===== config.mk =====
export PLATFORM = sky130hd
export DESIGN_NAME = note_sequencer
export DESIGN_NICKNAME = d
export VERILOG_FILES = /design/src/rtl/note_sequencer_pkg.sv /design/src/rtl/note_sequencer_tick_prescaler.sv /design/src/rtl/note_sequencer.sv
export SDC_FILE = /design/constraint.sdc
export NUM_CORES = 1
export LEC_CHECK = 0
export BUFFER_PORTS_ARGS = -buffer_cell sky130_fd_sc_hd__clkbuf_2
export CAP_MARGIN = 20
export CORE_AREA = 2 2 88 90
export CTS_CLUSTER_SIZE = 16
export DETAILED_ROUTE_END_ITERATION = 10
export DIE_AREA = 0 0 90 92
export GPL_TIMING_DRIVEN = 1
export PLACE_DENSITY = 0.78
export SKIP_CTS_REPAIR_TIMING = 1
export SYNTH_ARGS = -nofsm -noshare
export SYNTH_HDL_FRONTEND = slang
export SYNTH_SLANG_ARGS = --single-unit

===== constraint.sdc =====
create_clock -name clock -period 3.1 [get_ports clock]
set_clock_uncertainty 0.05 [all_clocks]
set_input_delay 0.465 -clock clock [delete_from_list [all_inputs] [get_ports clock]]
set_output_delay 0.465 -clock clock [all_outputs]
set_load 0.02 [all_outputs]

===== src/rtl/note_sequencer_pkg.sv =====
// Shared types and constants for the music-box note sequencer.
// Latency: n/a (package only).
// Backpressure: n/a (package only).
//   state_e        sequencer FSM states
//   NOTE_W, DUR_W  note-mask and duration field widths of a song ROM word {dur, mask}
//   END_MARKER_DUR duration value that terminates a song
//   N_1C..N_3B     bit index of each note line on play_note
package note_seq_pkg;

    localparam int NOTE_W = 21;
    localparam int DUR_W  = 8;

    localparam logic [DUR_W-1:0] END_MARKER_DUR = '0;

    typedef enum logic [2:0] {
        IDLE    = 3'd0,
        FETCH   = 3'd1,
        LATCH   = 3'd2,
        PLAY    = 3'd3,
        GAP     = 3'd4,
        ADVANCE = 3'd5,
        END     = 3'd6
    } state_e;

    // Three octaves of naturals, lowest note in bit 0.
    localparam int N_1C = 0;
    localparam int N_1D = 1;
    localparam int N_1E = 2;
    localparam int N_1F = 3;
    localparam int N_1G = 4;
    localparam int N_1A = 5;
    localparam int N_1B = 6;
    localparam int N_2C = 7;
    localparam int N_2D = 8;
    localparam int N_2E = 9;
    localparam int N_2F = 10;
    localparam int N_2G = 11;
    localparam int N_2A = 12;
    localparam int N_2B = 13;
    localparam int N_3C = 14;
    localparam int N_3D = 15;
    localparam int N_3E = 16;
    localparam int N_3F = 17;
    localparam int N_3G = 18;
    localparam int N_3A = 19;
    localparam int N_3B = 20;

endpackage


===== src/rtl/note_sequencer_tick_prescaler.sv =====
// Tick prescaler: counts 0..TICK_DIV-1 and pulses tick on the terminal count.
// Latency: tick is combinational from the count register (one pulse every TICK_DIV unheld cycles).
// Backpressure: hold freezes the count and suppresses tick; clear forces the count to 0.
//   clock, reset  system clock, asynchronous active-high reset
//   clear         synchronous clear (wins over hold)
//   hold          freeze while high
//   tick          one-cycle pulse at the terminal count
module tick_prescaler #(
    parameter int TICK_DIV = 500000
) (
    input  logic clock,
    input  logic reset,
    input  logic clear,
    input  logic hold,
    output logic tick
);

    localparam int                CNT_W = $clog2(TICK_DIV);
    localparam logic [CNT_W-1:0]  TERM  = CNT_W'(TICK_DIV - 1);

    logic [CNT_W-1:0] cnt_q;
    logic [CNT_W-1:0] cnt_d;

    // A held terminal count must not tick repeatedly, so hold gates tick too.
    assign tick = (cnt_q == TERM) && !hold && !clear;

    always_comb begin
        cnt_d = cnt_q;
        if (clear) begin
            cnt_d = '0;
        end else if (!hold) begin
            cnt_d = (cnt_q == TERM) ? '0 : cnt_q + CNT_W'(1);
        end
    end

    always_ff @(posedge clock or posedge reset) begin
        if (reset) begin
            cnt_q <= '0;
        end else begin
            cnt_q <= cnt_d;
        end
    end

endmodule


===== src/rtl/note_sequencer.sv =====
// Music-box sequencer: plays {dur, mask} entries from a synchronous song ROM onto the
// oscillator play lines, with a silent gap after each note, OR-merged with live keys.
// Latency: live keys 1 cycle; first note 3 edges after start; 3 cycles between notes.
// Backpressure: none; pause freezes timing in PLAY/GAP, stop aborts to IDLE.
// Ports: clock/reset (async active-high), start/stop pulses, pause level, key_in live keys,
//   rom_addr/rom_data song ROM (data valid 1 cycle after address), play_note play lines,
//   busy (not IDLE), done (one-cycle pulse at song end).
// Build option NOTE_SEQUENCER_LOOP_EN: song end restarts at address 0 instead of stopping;
//   done still pulses once per pass and busy stays high until stop.
module note_sequencer
    import note_seq_pkg::*;
#(
    parameter int ADDR_W    = 8,
    parameter int TICK_DIV  = 500000,
    parameter int GAP_TICKS = 1
) (
    input  logic                    clock,
    input  logic                    reset,
    input  logic                    start,
    input  logic                    stop,
    input  logic                    pause,
    input  logic [NOTE_W-1:0]       key_in,
    output logic [ADDR_W-1:0]       rom_addr,
    input  logic [DUR_W+NOTE_W-1:0] rom_data,
    output logic [NOTE_W-1:0]       play_note,
    output logic                    busy,
    output logic                    done
);

    state_e              state_q,    state_d;
    logic [ADDR_W-1:0]   rom_addr_q, rom_addr_d;
    logic [NOTE_W-1:0]   seq_mask_q, seq_mask_d;
    logic [NOTE_W-1:0]   key_reg_q,  key_reg_d;
    logic [DUR_W-1:0]    dur_cnt_q,  dur_cnt_d;
    logic                done_q,     done_d;

    logic                tick;
    logic [DUR_W-1:0]    rom_dur;
    logic [NOTE_W-1:0]   rom_mask;

    assign rom_dur  = rom_data[NOTE_W +: DUR_W];
    assign rom_mask = rom_data[NOTE_W-1:0];

    // Prescaler restarts in LATCH so every note starts on a full tick period.
    tick_prescaler #(
        .TICK_DIV (TICK_DIV)
    ) u_prescaler (
        .clock (clock),
        .reset (reset),
        .clear (state_q == LATCH),
        .hold  (pause),
        .tick  (tick)
    );

    always_comb begin
        state_d    = state_q;
        rom_addr_d = rom_addr_q;
        seq_mask_d = seq_mask_q;
        dur_cnt_d  = dur_cnt_q;
        done_d     = 1'b0;
        key_reg_d  = key_in;

        case (state_q)
            IDLE: begin
                seq_mask_d = '0;
                rom_addr_d = '0;
                if (start) state_d = FETCH;
            end
            FETCH: begin
                state_d = LATCH;
            end
            LATCH: begin
                if (rom_dur == END_MARKER_DUR) begin
                    done_d     = 1'b1;
                    seq_mask_d = '0;
`ifdef NOTE_SEQUENCER_LOOP_EN
                    rom_addr_d = '0;
                    state_d    = FETCH;
`else
                    state_d    = END;
`endif
                end else begin
                    seq_mask_d = rom_mask;
                    dur_cnt_d  = rom_dur;
                    state_d    = PLAY;
                end
            end
            // tick is suppressed while paused, which freezes PLAY/GAP in place.
            PLAY: begin
                if (tick) begin
                    if (dur_cnt_q == DUR_W'(1)) begin
                        if (GAP_TICKS > 0) begin
                            seq_mask_d = '0;
                            dur_cnt_d  = DUR_W'(GAP_TICKS);
                            state_d    = GAP;
                        end else begin
                            dur_cnt_d  = '0;
                            state_d    = ADVANCE;
                        end
                    end else begin
                        dur_cnt_d = dur_cnt_q - DUR_W'(1);
                    end
                end
            end
            GAP: begin
                seq_mask_d = '0;
                if (tick) begin
                    dur_cnt_d = dur_cnt_q - DUR_W'(1);
                    if (dur_cnt_q == DUR_W'(1)) state_d = ADVANCE;
                end
            end
            ADVANCE: begin
                seq_mask_d = '0;
                if (&rom_addr_q) begin
                    // Song ran off the end of the ROM without an end marker.
                    done_d     = 1'b1;
`ifdef NOTE_SEQUENCER_LOOP_EN
                    rom_addr_d = '0;
                    state_d    = FETCH;
`else
                    state_d    = END;
`endif
                end else begin
                    rom_addr_d = rom_addr_q + ADDR_W'(1);
                    state_d    = FETCH;
                end
            end
            END: begin
                seq_mask_d = '0;
                rom_addr_d = '0;
                state_d    = IDLE;
            end
            default: begin
                seq_mask_d = '0;
                rom_addr_d = '0;
                state_d    = IDLE;
            end
        endcase

        // stop beats everything, including a simultaneous start, and never reports done.
        if (stop) begin
            state_d    = IDLE;
            seq_mask_d = '0;
            rom_addr_d = '0;
            done_d     = 1'b0;
        end
    end

    always_ff @(posedge clock or posedge reset) begin
        if (reset) begin
            state_q    <= IDLE;
            rom_addr_q <= '0;
            seq_mask_q <= '0;
            key_reg_q  <= '0;
            dur_cnt_q  <= '0;
            done_q     <= 1'b0;
        end else begin
            state_q    <= state_d;
            rom_addr_q <= rom_addr_d;
            seq_mask_q <= seq_mask_d;
            key_reg_q  <= key_reg_d;
            dur_cnt_q  <= dur_cnt_d;
            done_q     <= done_d;
        end
    end

    assign play_note = seq_mask_q | key_reg_q;
    assign rom_addr  = rom_addr_q;
    assign busy      = (state_q != IDLE);
    assign done      = done_q;

endmodule


==> metrics.log <==
[metrics] number of cells on the worst reg-to-reg path: 6
[metrics] initial antenna violation count: 0
[metrics] IR Drop Worst-Case VDD: ~0.00027 V
[metrics] number of filler instances in the final layout: between 600 and 700
[metrics] critical setup path kind: flip-flop to flip-flop
[metrics] area of the placeable core: 7450 um2
[metrics] Port Buffer Count: 85
[metrics] post-DP HPWL: between 6 and 7 mm
[metrics] Chip Width: 90 um
[metrics] most frequently used flop master after synthesis: sky130_fd_sc_hd__dfrtp_1
[metrics] CP Capture Type: flip-flop
[metrics] cts bufs inserted: 9
[metrics] global-route total usage across every layer: 21.9%
[metrics] total number of clock tree sinks: around 80
[metrics] Via Count: 3123
[metrics] Critical R2R Capture: seq_mask_q[6]
[metrics] summed negative setup slack over all endpoints: 0 ps
[metrics] worst endpoint required time: 3290 ps
[metrics] Post-Synthesis Cell Area: approximately 3800 um2
[metrics] fin cells: ~550
[metrics] run status: finished, final reports clean
[metrics] path type of the worst min-delay path: input pin to asynchronous set/reset pin
[metrics] async set or reset register ratio after synthesis: 100%
[metrics] setup slack, reg-to-reg: 810 ps
[metrics] number of nets in the layout: ~500
[metrics] CP max FO: 22
[metrics] I/O Pins: 86
[metrics] largest net degree at the start of global routing: 48
[metrics] beginning of the worst register-to-register path: u_prescaler.cnt_q[1]
[metrics] detailed-route wire length per cell: 15.4 um
[metrics] area of the die: a little over 8000 um2
[metrics] shortest period the worst path allows: 2290 ps
[metrics] wire length of the first global-routing pass: 14.6 mm
[metrics] antenna cells: 0
[metrics] clock buffer depth: 2
[metrics] placed cell count: around 540
[metrics] clock tree from TritonCTS: yes
[metrics] total grt overflow: 0
[metrics] register area share after synthesis: 53.0%
[metrics] distinct cell type count after synthesis: 62
[metrics] clock insertion delay at the later pin of the skew report: approximately 350 ps
[metrics] Max Cap Viol: 0
[metrics] maximum level of the CTS H-tree: 3
[metrics] average instance area after synthesis: about 11 um2
[metrics] DR iter-0 viols: 187
[metrics] fraction of layout cells with a size suffix above 1: 30.3%
[metrics] number of nets in the synthesized netlist: around 420
[metrics] most common cell after layout, fill and taps aside: sky130_fd_sc_hd__clkbuf_2
[metrics] clock transition at the registers of the reported paths: 90 ps
[metrics] library cell used as clock root buffer: sky130_fd_sc_hd__clkbuf_8
[metrics] worst slew slack as a fraction of its limit: between 40% and 50%
[metrics] total leakage power: 2.16 nW
[metrics] RSZ-0062 raised after global routing: false
[metrics] vias in the first global route: between 3k and 4k
[metrics] number of nets still failing antenna checks after routing: 0
[metrics] Hold Worst Slack: between 100 and 150 ps
[metrics] period utilization: 73.8%
[metrics] Synth Warn #: 0
[metrics] Pwr per Cell Area: 613 nW/um2
[metrics] total wirelength of the detailed-routed design: between 8 and 9 mm
[metrics] WP data arrival: around 2500 ps
[metrics] Initial Util: between 50 and 60%
[metrics] Least-Margin Pin Slew: between 700 and 800 ps
[metrics] EDFF count, synth: 0
[metrics] startpoint kind of the worst setup timing path: flip-flop
[metrics] average vias per placed instance: 5.64
[metrics] number of cell rows: 32
[metrics] DRC errors left: 0
[metrics] number of instances in the synthesized netlist: about 360
[metrics] most frequent cells in the layout: sky130_fd_sc_hd__clkbuf_2, sky130_fd_sc_hd__dfrtp_1, sky130_fd_sc_hd__nor2_1
[metrics] first-pass iteration count of the detailed router: 4
[metrics] routability cong.: 0.891
[metrics] f_max: about 0.44 GHz
[metrics] total of endpoints with negative setup slack in the final report: 0
[metrics] Fin. Hold Viols: 0
[metrics] die outline height: a little over 90 um
[metrics] count of final max-slew check failures: 0
[metrics] synthesis-to-finish area growth: 19.5%
[metrics] number of register bits inferred by synthesis: 81
## sequential cells by signal, summed over array words and instances (netlist names)
register	count
u_prescaler.cnt_q	19
seq_mask_q	21
state_q	3
dur_cnt_q	8
rom_addr	8
key_reg_q	21
done	1
## how the worst max path moves through the flow
| stage | start | endpoint | slack (ps) |
|---|---|---|---|
| after floorplan | reset | done | 500 |
| after global placement | state_q[2] | dur_cnt_q[5] | 870 |
| after detailed placement | u_prescaler.cnt_q[0] | seq_mask_q[6] | 840 |
| after CTS | u_prescaler.cnt_q[0] | seq_mask_q[12] | 820 |
| after global routing | u_prescaler.cnt_q[0] | state_q[1] | 590 |
| final | u_prescaler.cnt_q[1] | seq_mask_q[6] | 810 |
## cell type report
class	count	area [um2]	share of cell area [%]
clock inverters	6	75.1	1.64
clock buffers	10	138	3.01
flip-flops and latches	81	2030	44.3
repair buffers	88	460	10.1
multi-input cells	260	1720	37.6
inverters	7	27.5	0.602
well taps	102	128	2.79
## synthesized netlist by cell type, types with 5 or more instances
cell,instances,area [um2]
sky130_fd_sc_hd__a31oi_1,6,37.5
sky130_fd_sc_hd__or2_2,22,138
sky130_fd_sc_hd__xnor2_1,9,78.8
sky130_fd_sc_hd__and3_1,6,37.5
sky130_fd_sc_hd__nor2_1,27,101
sky130_fd_sc_hd__nor2b_1,6,37.5
sky130_fd_sc_hd__o21ai_1,6,30.0
sky130_fd_sc_hd__nand4_1,7,43.8
sky130_fd_sc_hd__buf_2,6,30.0
sky130_fd_sc_hd__nand3_1,15,75.1
sky130_fd_sc_hd__nand2_1,22,82.6
sky130_fd_sc_hd__inv_1,5,18.8
sky130_fd_sc_hd__o21ai_0,5,25.0
sky130_fd_sc_hd__a22o_1,25,219
sky130_fd_sc_hd__nor3_1,11,55.1
sky130_fd_sc_hd__a21oi_1,11,55.1
sky130_fd_sc_hd__nand2b_1,6,37.5
sky130_fd_sc_hd__dfrtp_1,81,2030
sky130_fd_sc_hd__and2_1,5,31.3
sky130_fd_sc_hd__nor4_1,6,37.5
## stage by stage
stage / cell area [um2] / power [mW] / util [%] / worst slack, ps
detailed placement: 4360 / 2.01 / 58.6 / 836
global placement: 4360 / 1.99 / 58.6 / 869
finish: 4570 / 2.80 / 61.4 / 811
floorplan: 3830 / 1.82 / - / 505
CTS: 4570 / 2.82 / 61.4 / 818
global route: 4570 / 2.96 / 61.4 / 586
## per-layer routing
metal	vias up	GRT usage (%)	routed length [um]
met5	-	0	0
met2	76	35.5	4320
met4	0	9.74	175
li1	1490	-	-
met1	1541	29.3	3700
met3	16	3.78	328
## kinds of logic (layout without fill, tap and decap cells)
group | after synthesis | after routing | synth area share (%)
buffers and inverters | 18 | 111 | 2.16
AO/OA/AOI/OAI | 84 | 84 | 16.5
multiplexers | 6 | 6 | 1.63
AND/OR/NAND/NOR | 153 | 153 | 22.4
XOR/XNOR | 13 | 13 | 2.97
adder cells (fa/ha/maj) | 4 | 4 | 1.31
flip-flops | 81 | 81 | 53.0
## worst max-delay path, cell delays in order (launching register included)
cell                      delay, ps
sky130_fd_sc_hd__dfrtp_1        390
sky130_fd_sc_hd__ha_1           190
sky130_fd_sc_hd__and4_1         320
sky130_fd_sc_hd__and4_1         270
sky130_fd_sc_hd__nand3_1        170
sky130_fd_sc_hd__o21a_1         490
sky130_fd_sc_hd__a22o_1         300
## where the power goes
part,switching (mW),internal [mW]
registers,0.143,1.18
logic,0.380,0.290
clock network,0.404,0.405
No activity file was read; power rests on OpenSTA's default activity.
